File: src/rtl/multiplayer_link_if.sv
// Status and serial-pin signals exchanged between the board pins, the game core and the link.
// The slave modport is the link's view; the master modport is its environment's view.
interface multiplayer_link_if;
    logic multiplayer;
    logic player_ready;
    logic game_over;
    logic rx;
    logic tx;
    logic opponent_ready;
    logic victory;
    logic link_up;
    logic rx_error;

    modport master (
        output multiplayer, player_ready, game_over, rx,
        input  tx, opponent_ready, victory, link_up, rx_error
    );

    modport slave (
        input  multiplayer, player_ready, game_over, rx,
        output tx, opponent_ready, victory, link_up, rx_error
    );
endinterface

File: src/rtl/multiplayer_link.sv
// Point-to-point 8N1 status link: periodic status frames out on tx, opponent frames decoded
// from rx, with link-health timeout and sticky victory detection.
module multiplayer_link #(
    parameter int CLKS_PER_BIT = 564,
    parameter int TX_INTERVAL  = 65000,
    parameter int LINK_TIMEOUT = 4
) (
    input  logic              clk,
    input  logic              rst,
    multiplayer_link_if.slave link
);
    localparam int BIT_W     = $clog2(CLKS_PER_BIT + 1);
    localparam int INT_W     = $clog2(TX_INTERVAL + 1);
    localparam int TMO_LIMIT = LINK_TIMEOUT * TX_INTERVAL;
    localparam int TMO_W     = $clog2(TMO_LIMIT + 1);

    localparam logic [BIT_W-1:0] BIT_LAST  = BIT_W'(CLKS_PER_BIT - 1);
    localparam logic [BIT_W-1:0] HALF_LAST = BIT_W'(CLKS_PER_BIT / 2 - 1);
    localparam logic [INT_W-1:0] INT_LAST  = INT_W'(TX_INTERVAL - 1);
    localparam logic [TMO_W-1:0] TMO_MAX   = TMO_W'(TMO_LIMIT);
    localparam logic [TMO_W-1:0] TMO_EDGE  = TMO_W'(TMO_LIMIT - 1);
    localparam logic [5:0]       HEADER    = 6'b101_000;

    typedef enum logic [1:0] {IDLE, START, DATA, STOP} state_t;

    // ---------------- launch interval ----------------
    logic [INT_W-1:0] int_cnt_q, int_cnt_d;
    logic             int_wrap;

    always_comb begin
        int_wrap  = (int_cnt_q == INT_LAST);
        int_cnt_d = int_wrap ? '0 : int_cnt_q + INT_W'(1);
    end

    always_ff @(posedge clk) begin
        if (!rst) int_cnt_q <= '0;
        else      int_cnt_q <= int_cnt_d;
    end

    // ---------------- transmitter ----------------
    state_t           tx_state_q;
    logic [BIT_W-1:0] tx_cnt_q;
    logic [2:0]       tx_idx_q;
    logic [7:0]       tx_shift_q;
    logic             tx_q;
    logic             tx_bit_done;

    assign tx_bit_done = (tx_cnt_q == BIT_LAST);

    always_ff @(posedge clk) begin
        if (!rst) begin
            tx_state_q <= IDLE;
            tx_cnt_q   <= '0;
            tx_idx_q   <= '0;
            tx_shift_q <= '0;
            tx_q       <= 1'b1;
        end else begin
            case (tx_state_q)
                IDLE: begin
                    tx_q     <= 1'b1;
                    tx_cnt_q <= '0;
                    // A launch that falls while a frame is in flight is simply dropped.
                    if (int_wrap && link.multiplayer) begin
                        tx_shift_q <= {3'b101, 3'b000, link.game_over, link.player_ready};
                        tx_state_q <= START;
                        tx_q       <= 1'b0;
                    end
                end
                START: begin
                    if (tx_bit_done) begin
                        tx_cnt_q   <= '0;
                        tx_idx_q   <= '0;
                        tx_q       <= tx_shift_q[0];
                        tx_state_q <= DATA;
                    end else begin
                        tx_cnt_q <= tx_cnt_q + BIT_W'(1);
                    end
                end
                DATA: begin
                    if (tx_bit_done) begin
                        tx_cnt_q <= '0;
                        if (tx_idx_q == 3'd7) begin
                            tx_q       <= 1'b1;
                            tx_state_q <= STOP;
                        end else begin
                            tx_idx_q   <= tx_idx_q + 3'd1;
                            tx_shift_q <= tx_shift_q >> 1;
                            tx_q       <= tx_shift_q[1];
                        end
                    end else begin
                        tx_cnt_q <= tx_cnt_q + BIT_W'(1);
                    end
                end
                STOP: begin
                    if (tx_bit_done) begin
                        tx_cnt_q   <= '0;
                        tx_state_q <= IDLE;
                    end else begin
                        tx_cnt_q <= tx_cnt_q + BIT_W'(1);
                    end
                end
            endcase
        end
    end

    // ---------------- receiver ----------------
    logic rx_s1_q, rx_s2_q, rx_prev_q;
    logic rx_fall;

    always_ff @(posedge clk) begin
        if (!rst) begin
            rx_s1_q   <= 1'b1;
            rx_s2_q   <= 1'b1;
            rx_prev_q <= 1'b1;
        end else begin
            rx_s1_q   <= link.rx;
            rx_s2_q   <= rx_s1_q;
            rx_prev_q <= rx_s2_q;
        end
    end

    assign rx_fall = rx_prev_q & ~rx_s2_q;

    state_t           rx_state_q;
    logic [BIT_W-1:0] rx_cnt_q;
    logic [2:0]       rx_idx_q;
    logic [7:0]       rx_shift_q;
    logic             rx_bit_done;

    assign rx_bit_done = (rx_cnt_q == BIT_LAST);

    always_ff @(posedge clk) begin
        if (!rst) begin
            rx_state_q <= IDLE;
            rx_cnt_q   <= '0;
            rx_idx_q   <= '0;
            rx_shift_q <= '0;
        end else if (!link.multiplayer) begin
            rx_state_q <= IDLE;
            rx_cnt_q   <= '0;
            rx_idx_q   <= '0;
        end else begin
            case (rx_state_q)
                IDLE: begin
                    rx_cnt_q <= '0;
                    if (rx_fall) rx_state_q <= START;
                end
                START: begin
                    // Half-bit wait lands later samples mid-bit; a high line here is a glitch.
                    if (rx_cnt_q == HALF_LAST) begin
                        rx_cnt_q <= '0;
                        rx_idx_q <= '0;
                        rx_state_q <= rx_s2_q ? IDLE : DATA;
                    end else begin
                        rx_cnt_q <= rx_cnt_q + BIT_W'(1);
                    end
                end
                DATA: begin
                    if (rx_bit_done) begin
                        rx_cnt_q   <= '0;
                        rx_shift_q <= {rx_s2_q, rx_shift_q[7:1]};
                        if (rx_idx_q == 3'd7) rx_state_q <= STOP;
                        else                  rx_idx_q   <= rx_idx_q + 3'd1;
                    end else begin
                        rx_cnt_q <= rx_cnt_q + BIT_W'(1);
                    end
                end
                STOP: begin
                    if (rx_bit_done) begin
                        rx_cnt_q   <= '0;
                        rx_state_q <= IDLE;
                    end else begin
                        rx_cnt_q <= rx_cnt_q + BIT_W'(1);
                    end
                end
            endcase
        end
    end

    // ---------------- status outputs ----------------
    logic             rx_stop_sample, rx_frame_ok, rx_frame_bad;
    logic [TMO_W-1:0] tmo_q, tmo_d;
    logic             opp_ready_q, victory_q, link_up_q, rx_error_q;

    always_comb begin
        rx_stop_sample = (rx_state_q == STOP) && rx_bit_done;
        rx_frame_ok    = rx_stop_sample && rx_s2_q && (rx_shift_q[7:2] == HEADER);
        rx_frame_bad   = rx_stop_sample && !rx_frame_ok;
        tmo_d          = (tmo_q == TMO_MAX) ? tmo_q : tmo_q + TMO_W'(1);
    end

    always_ff @(posedge clk) begin
        if (!rst || !link.multiplayer) begin
            tmo_q       <= '0;
            opp_ready_q <= 1'b0;
            victory_q   <= 1'b0;
            link_up_q   <= 1'b0;
            rx_error_q  <= 1'b0;
        end else begin
            rx_error_q <= rx_frame_bad;
            if (rx_frame_ok) begin
                tmo_q       <= '0;
                opp_ready_q <= rx_shift_q[0];
                link_up_q   <= 1'b1;
                // A local loss in the same cycle beats the opponent's loss.
                if (rx_shift_q[1] && !link.game_over) victory_q <= 1'b1;
            end else begin
                tmo_q <= tmo_d;
                // Drop on the edge the counter reaches the limit, not one cycle after.
                if (tmo_q >= TMO_EDGE) begin
                    link_up_q   <= 1'b0;
                    opp_ready_q <= 1'b0;
                end
            end
        end
    end

    assign link.tx             = tx_q;
    assign link.opponent_ready = opp_ready_q;
    assign link.victory        = victory_q;
    assign link.link_up        = link_up_q;
    assign link.rx_error       = rx_error_q;
endmodule
File: src/flat_wrapper.sv
// flat-port wrapper written by rule: the top's interface ports become plain ports
module multiplayer_link_flat 
#(
    parameter int CLKS_PER_BIT = 564,
    parameter int TX_INTERVAL  = 65000,
    parameter int LINK_TIMEOUT = 4
)
  (clk, rst, link_multiplayer, link_player_ready, link_game_over, link_rx, link_tx, link_opponent_ready, link_victory, link_link_up, link_rx_error);
  multiplayer_link_if link_i ();
  input  logic clk;
  input  logic rst;
  input wire logic [$bits(link_i.multiplayer)-1:0] link_multiplayer;
  input wire logic [$bits(link_i.player_ready)-1:0] link_player_ready;
  input wire logic [$bits(link_i.game_over)-1:0] link_game_over;
  input wire logic [$bits(link_i.rx)-1:0] link_rx;
  output wire logic [$bits(link_i.tx)-1:0] link_tx;
  output wire logic [$bits(link_i.opponent_ready)-1:0] link_opponent_ready;
  output wire logic [$bits(link_i.victory)-1:0] link_victory;
  output wire logic [$bits(link_i.link_up)-1:0] link_link_up;
  output wire logic [$bits(link_i.rx_error)-1:0] link_rx_error;
  assign link_i.multiplayer = link_multiplayer;
  assign link_i.player_ready = link_player_ready;
  assign link_i.game_over = link_game_over;
  assign link_i.rx = link_rx;
  assign link_tx = link_i.tx;
  assign link_opponent_ready = link_i.opponent_ready;
  assign link_victory = link_i.victory;
  assign link_link_up = link_i.link_up;
  assign link_rx_error = link_i.rx_error;
  multiplayer_link #(.CLKS_PER_BIT(CLKS_PER_BIT), .TX_INTERVAL(TX_INTERVAL), .LINK_TIMEOUT(LINK_TIMEOUT)) u_core (.clk(clk), .rst(rst), .link(link_i));
endmodule
File: config.mk
export PLATFORM = sky130hd
export DESIGN_NAME = multiplayer_link_flat
export DESIGN_NICKNAME = d
export VERILOG_FILES = /design/src/rtl/multiplayer_link_if.sv /design/src/rtl/multiplayer_link.sv /design/src/flat_wrapper.sv
export SDC_FILE = /design/constraint.sdc
export NUM_CORES = 1
export LEC_CHECK = 0
export ABC_AREA = 1
export CAP_MARGIN = 20
export CORE_ASPECT_RATIO = 1.75
export CORE_MARGIN = 2
export CORE_UTILIZATION = 60
export DETAILED_ROUTE_END_ITERATION = 10
export PLACE_DENSITY = 0.88
export SLEW_MARGIN = 20
export SYNTH_ARGS = -nofsm -noshare
export SYNTH_HDL_FRONTEND = slang
export SYNTH_SLANG_ARGS = --single-unit
export TNS_END_PERCENT = 30
File: constraint.sdc
create_clock -name clk -period 2.21 [get_ports clk]
set_clock_uncertainty 0.2 [all_clocks]
set_input_delay 0.221 -clock clk [delete_from_list [all_inputs] [get_ports clk]]
set_output_delay 0.221 -clock clk [all_outputs]
set_load 0.02 [all_outputs]
# Word-level counts from Yosys, hierarchy flattened
# Index checks and enable logic that the tools add are counted.
# totals
regBits,88
output_inout_bits,5
wordCells,123
# op_classes
add_sub_neg,6
n_lt_le_gt_ge,1
n_eq_ne,26
n_mux,38
n_bitwise,3
n_reduce_logical,31
# op_table
op,count
10-bit 2-to-1 mux,3
10-bit one-hot mux with 3 select lines,1
8-bit 2-to-1 mux,3
2-bit 2-to-1 mux,11
"10-bit by 1-bit adder with 10-bit output, second input constant",2
"10-bit == test, second input constant",2
"2-bit by 1-bit != test with 1-bit output, second input constant",10
10-bit one-hot mux with 2 select lines,1
"18-bit by 1-bit adder with 18-bit output, second input constant",1
"18-bit == test, second input constant",1
"18-bit greater-or-equal comparator, second input constant",1
3-bit 2-to-1 mux,6
"16-bit by 1-bit adder with 16-bit output, second input constant",1
"16-bit == test, second input constant",1
2-bit one-hot mux with 4 select lines,2
8-bit one-hot mux with 2 select lines,1
3-bit one-hot mux with 2 select lines,2
4-bit AND reduction,3
"10-bit by 9-bit == test with 1-bit output, second input constant",1
5-bit AND reduction,2
"2-bit == test, second input constant",4
2-bit nonzero test,4
1-bit 2-to-1 mux,7
"3-bit by 1-bit adder with 3-bit output, second input constant",2
other kinds (16),33

# Logic depth before layout (Yosys ltp)
# logic_depth
depth_word,6
ltp_mapped,12
depth_no_buf,11

# Worst setup path after synthesis
# OpenSTA, ideal clock, no wires.
# synth_timing
path_type,register to register
from,reg u_core.tx_idx_q[0]
to,reg u_core.tx_shift_q[2]
setup_ns,0.114
arrival_time_ns,1.417
required_ns,1.896
setup_slack_ns,0.480
path_stages_with_launch,10
n_path_buf,1
period_less_slack_ns,1.730
path_cell_list,dfxtp_1 ha_1 ha_1 nand2_1 inv_1 nor2_1 nand3_4 buf_6 a21oi_1 nor2_1
# synth_between
elab_chain_cells,3
# synth_rtl
item,line_no,rtl
start: declaration,multiplayer_link.sv:43,logic [2:0] tx_idx_q;
start signal: assignment,multiplayer_link.sv:86,tx_idx_q <= tx_idx_q + 3'd1;
3-bit == test,multiplayer_link.sv:82,if (tx_idx_q == 3'd7) begin
2-bit != test (no line),--,
4-bit AND reduction (no line),--,
end signal: assignment,multiplayer_link.sv:64,"tx_shift_q <= {3'b101, 3'b000, link.game_over, link.player_ready};"
end signal: assignment,multiplayer_link.sv:87,tx_shift_q <= tx_shift_q >> 1;
end: declaration,multiplayer_link.sv:44,logic [7:0] tx_shift_q;
# No other way between the ends.
# A chain may end at the register's enable or synchronous reset.

# Worst setup path in the final report
# layout_timing
from,reg u_core.tx_state_q[0]
to,reg u_core.tx_state_q[1]
# layout_between
elab_chain_cells,3
word_cells_on_any_way,11
# layout_rtl
item,line_no,rtl
start: declaration,multiplayer_link.sv:41,state_t tx_state_q;
start signal: assignment,multiplayer_link.sv:52,tx_state_q <= IDLE;
start signal: assignment,multiplayer_link.sv:65,tx_state_q <= START;
start signal: assignment,multiplayer_link.sv:74,tx_state_q <= DATA;
2-bit == test (tied with other cells),multiplayer_link.sv:58,case (tx_state_q)
2-bit by 1-bit != test with 1-bit output (no line),--,
5-bit AND reduction (no line),--,
# Several ways; a longest one is shown, not always the timed one.

==> results.md <==
- Yosys warnings: 0
- DR vias: approximately 3600
- Final ANT Viol Nets: 0
- R2r startpoint: u_core.tx_state_q[0]
- Worst setup margin: approximately 0.17 ns
- Mean post-synth cell area: approximately 7.4 um^2
- Post-route DRC violation count: 0
- Mux cell area share after synthesis: 0%
- Initial antenna violation count: 0
- Setup TNS: 0 ns
- H-Tree Depth: 3
- Global-route wire length before repair: around 14 mm
- Post-Synth XOR/XNOR Area: 3.326%
- Post-CTS Setup Repair Bufs: 0
- Hold_ws: between 0.2 and 0.25 ns
- Worst slew margin: between 60% and 70%
- Crit path DAT: approximately 2.1 ns
- R2R cell count: 9
- # diodes: 0
- EDFF count, synth: 0
- Placement Setup Slack: between 0.2 and 0.25 ns
- Worst-path maximum fanout: 12
- Largest family of logic cells by synthesized area: simple AND/OR/NAND/NOR gates
- Largest net degree at the start of global routing: 17
- Drt total wl: ~8.0 mm
- Post-synth top area cell: dfxtp_1
- Final global-route overflow total: 0
- Worst VDD drop: 0.8267 mV
- CTS sink cnt: between 80 and 90
- Register Area: around 1800 um^2
- DIE AREA: between 7000 and 8000 um^2
- Die H: ~110 um
- Netlist cell types: 38
- Worst Hold Class: reg2reg
- CTS tree: yes
- Final period util: 92.44%
- Post-DP HPWL: 5.911 mm
- Seq/Total Area, Yosys: 41.82%
- Number of synthesized register bits: 88
- Status: finished clean
- GPL Wtd Cong: between 0.8 and 0.9
- Max-cap viol count: 0
- PD cells: around 770 nW/um^2
- WS Path Type: reg2reg
- Achievable frequency: between 400 and 500 MHz
- Setup crit start kind: flip-flop
- Clock slew at reported path FFs: ~0.060 ns
- Ranking of synthesized cells by area: dfxtp_1 (42%), nand2_1 (9.5%), nor2_1 (7.4%)
- Final Power: ~0.0036 W
- Root Driver: clkbuf_16
- Critical path data required time: around 2.3 ns
- DP Area: 4398 um^2
- WL/cell: around 12 um
- Synth Area in Compound Gates: between 8 and 9%
- Tmin final: approximately 2.0 ns
- GR Util All Layers: between 20% and 30%
- Vias in the first global route: 3442
- Net total in the final layout: 608
- Worst-Skew Late Latency: 0.34 ns
- Multi-input gate area: around 2100 um^2
- Post-Syn Instances: approximately 570
- Post-route cell area: about 4700 um^2
- Worst Hold Endpoint: u_core.rx_s2_q
- Initial core utilization: between 60% and 70%
- Pleak: 1.857 nW
- Row cnt: 40
- TritonRoute pass-1 iters: 4
- Placeable Area: 6857 um^2
- CTS resizes: 0
- Hold Crit Start: u_core.rx_s1_q
- Post-Synth Simple-Gate Area: between 30% and 40%
- IO Pins: 11
- # setup viols final: 0
- Drt via density: 5.280
- Post-synth ARST share: 0%
- Worst-Margin Slew: ~0.5 ns
- CTS hold repair buffers: 0
- Buffers on Ports: 10
- Cell Area, Synth: 4213 um^2
- # fillers: ~550
- Crit. End Element: flip-flop
- R2r endpoint: u_core.tx_state_q[1]
- Area delta synth->final: 11.23%
- Main synth FF type: dfxtp_1
- RSZ-0062 raised after global routing: false
- Pins Over Slew Limit: 0
- Horiz. Die Dim: approximately 67 um
- Final Hold Vio Count: 0
- Share of cells above drive strength 1: 10.49%
- CTS buffer count: 9
- DRC marker count from the first detailed-route iteration: around 160
- Post-Synth Adder-Cell Area: 4.455%
- Clock buffer depth: 2
- Syn nets: between 500 and 600
- Reg2reg setup slack: 0.17 ns
- Share of the synthesized area in the top cell type: 41.82%
- Worst Hold Depth: 1
## where the power goes
part	internal (W)	leakage (nW)	switching, W
clock network	0.000894	0.145	0.000582
logic	0.000169	1.00	0.000288
registers	0.00165	0.712	0.0000395
total	0.00272	1.86	0.000909
## metrics by stage
step,util [%],instances
after floorplan,-,568
after global placement,64.14,660
after detailed placement,64.14,660
after CTS,68.34,675
after global routing,68.34,675
final,68.34,675
## layer usage
metal,vias up,global-route usage (%),wire (um)
li1,1863,-,-
met4,0,11.02,151
met1,1646,23.22,3205
met2,43,42.57,4386
met5,-,0,0
met3,12,5.871,214
## Yosys cell counts, types with 8 or more instances
master and count:
or2_2 8, nand2_1 107, nor3_1 23, inv_1 71, nor2_1 83, o21ai_0 14, nand4_1 13, xor2_1 14
ha_1 15, a21oi_1 43, nand3_1 32, dfxtp_1 88
## critical path, stage by stage (launching register included)
cell,delay (ns)
dfxtp_1,0.33
inv_1,0.13
ha_1,0.45
inv_1,0.17
nor2_1,0.27
a21oi_1,0.11
nand3_1,0.11
nand2_1,0.06
inv_1,0.06
nor2_1,0.04
## layout by cell type, fill, tap and decap left out, drive strengths merged, types with 6 or more instances in the layout
cell and instances:
nor2 88, xor2 14, a21oi 43, or2 8, clkbuf 11, dfxtp 88
clkdlybuf4s50 10, o21ai 15, inv 77, nand2 119, nor3b 6, nand4 14
ha 15, nor3 25, nand3 37
## state kept, by name, summed over array words and instances (netlist names), 2 cells and up, named ones only
name / cells
u_core.tmo_q: 18
u_core.int_cnt_q: 16
u_core.rx_cnt_q: 10
u_core.tx_cnt_q: 10
u_core.rx_shift_q: 8
u_core.tx_shift_q: 8
u_core.rx_idx_q: 3
u_core.tx_idx_q: 3
u_core.tx_state_q: 2
## kinds of logic after synthesis
logic type / count (synthesis)
AOI/OAI and AO/OA: 65
buffers and inverters: 85
and+or+nand+nor: 299
DFF: 88
xor gates and xnor gates: 16
adders and majority gates: 15
## worst max-delay path by stage
stage                                    start  cells past startpoint  slack (ns)                    to
final                     u_core.tx_state_q[0]                      9        0.17  u_core.tx_state_q[1]
after global routing      u_core.tx_state_q[0]                      9      0.0003  u_core.tx_state_q[1]
after CTS                 u_core.tx_state_q[0]                      9        0.19  u_core.tx_state_q[1]
after detailed placement  u_core.tx_state_q[0]                      9        0.20  u_core.tx_state_q[1]
after global placement    u_core.tx_state_q[0]                      9        0.27  u_core.tx_state_q[0]
after floorplan             u_core.tx_idx_q[0]                      9        0.48  u_core.tx_shift_q[2]
## layout make-up
class / instances / share of cell area, %
flip-flops and latches: 88 / 37.60
well taps: 84 / 2.243
clock inverters: 4 / 0.9613
multi-input cells: 395 / 44.89
clock buffers: 11 / 5.180
inverters: 79 / 6.355
repair buffers: 14 / 2.777
Note: power is estimated with default switching activity, not from simulation.
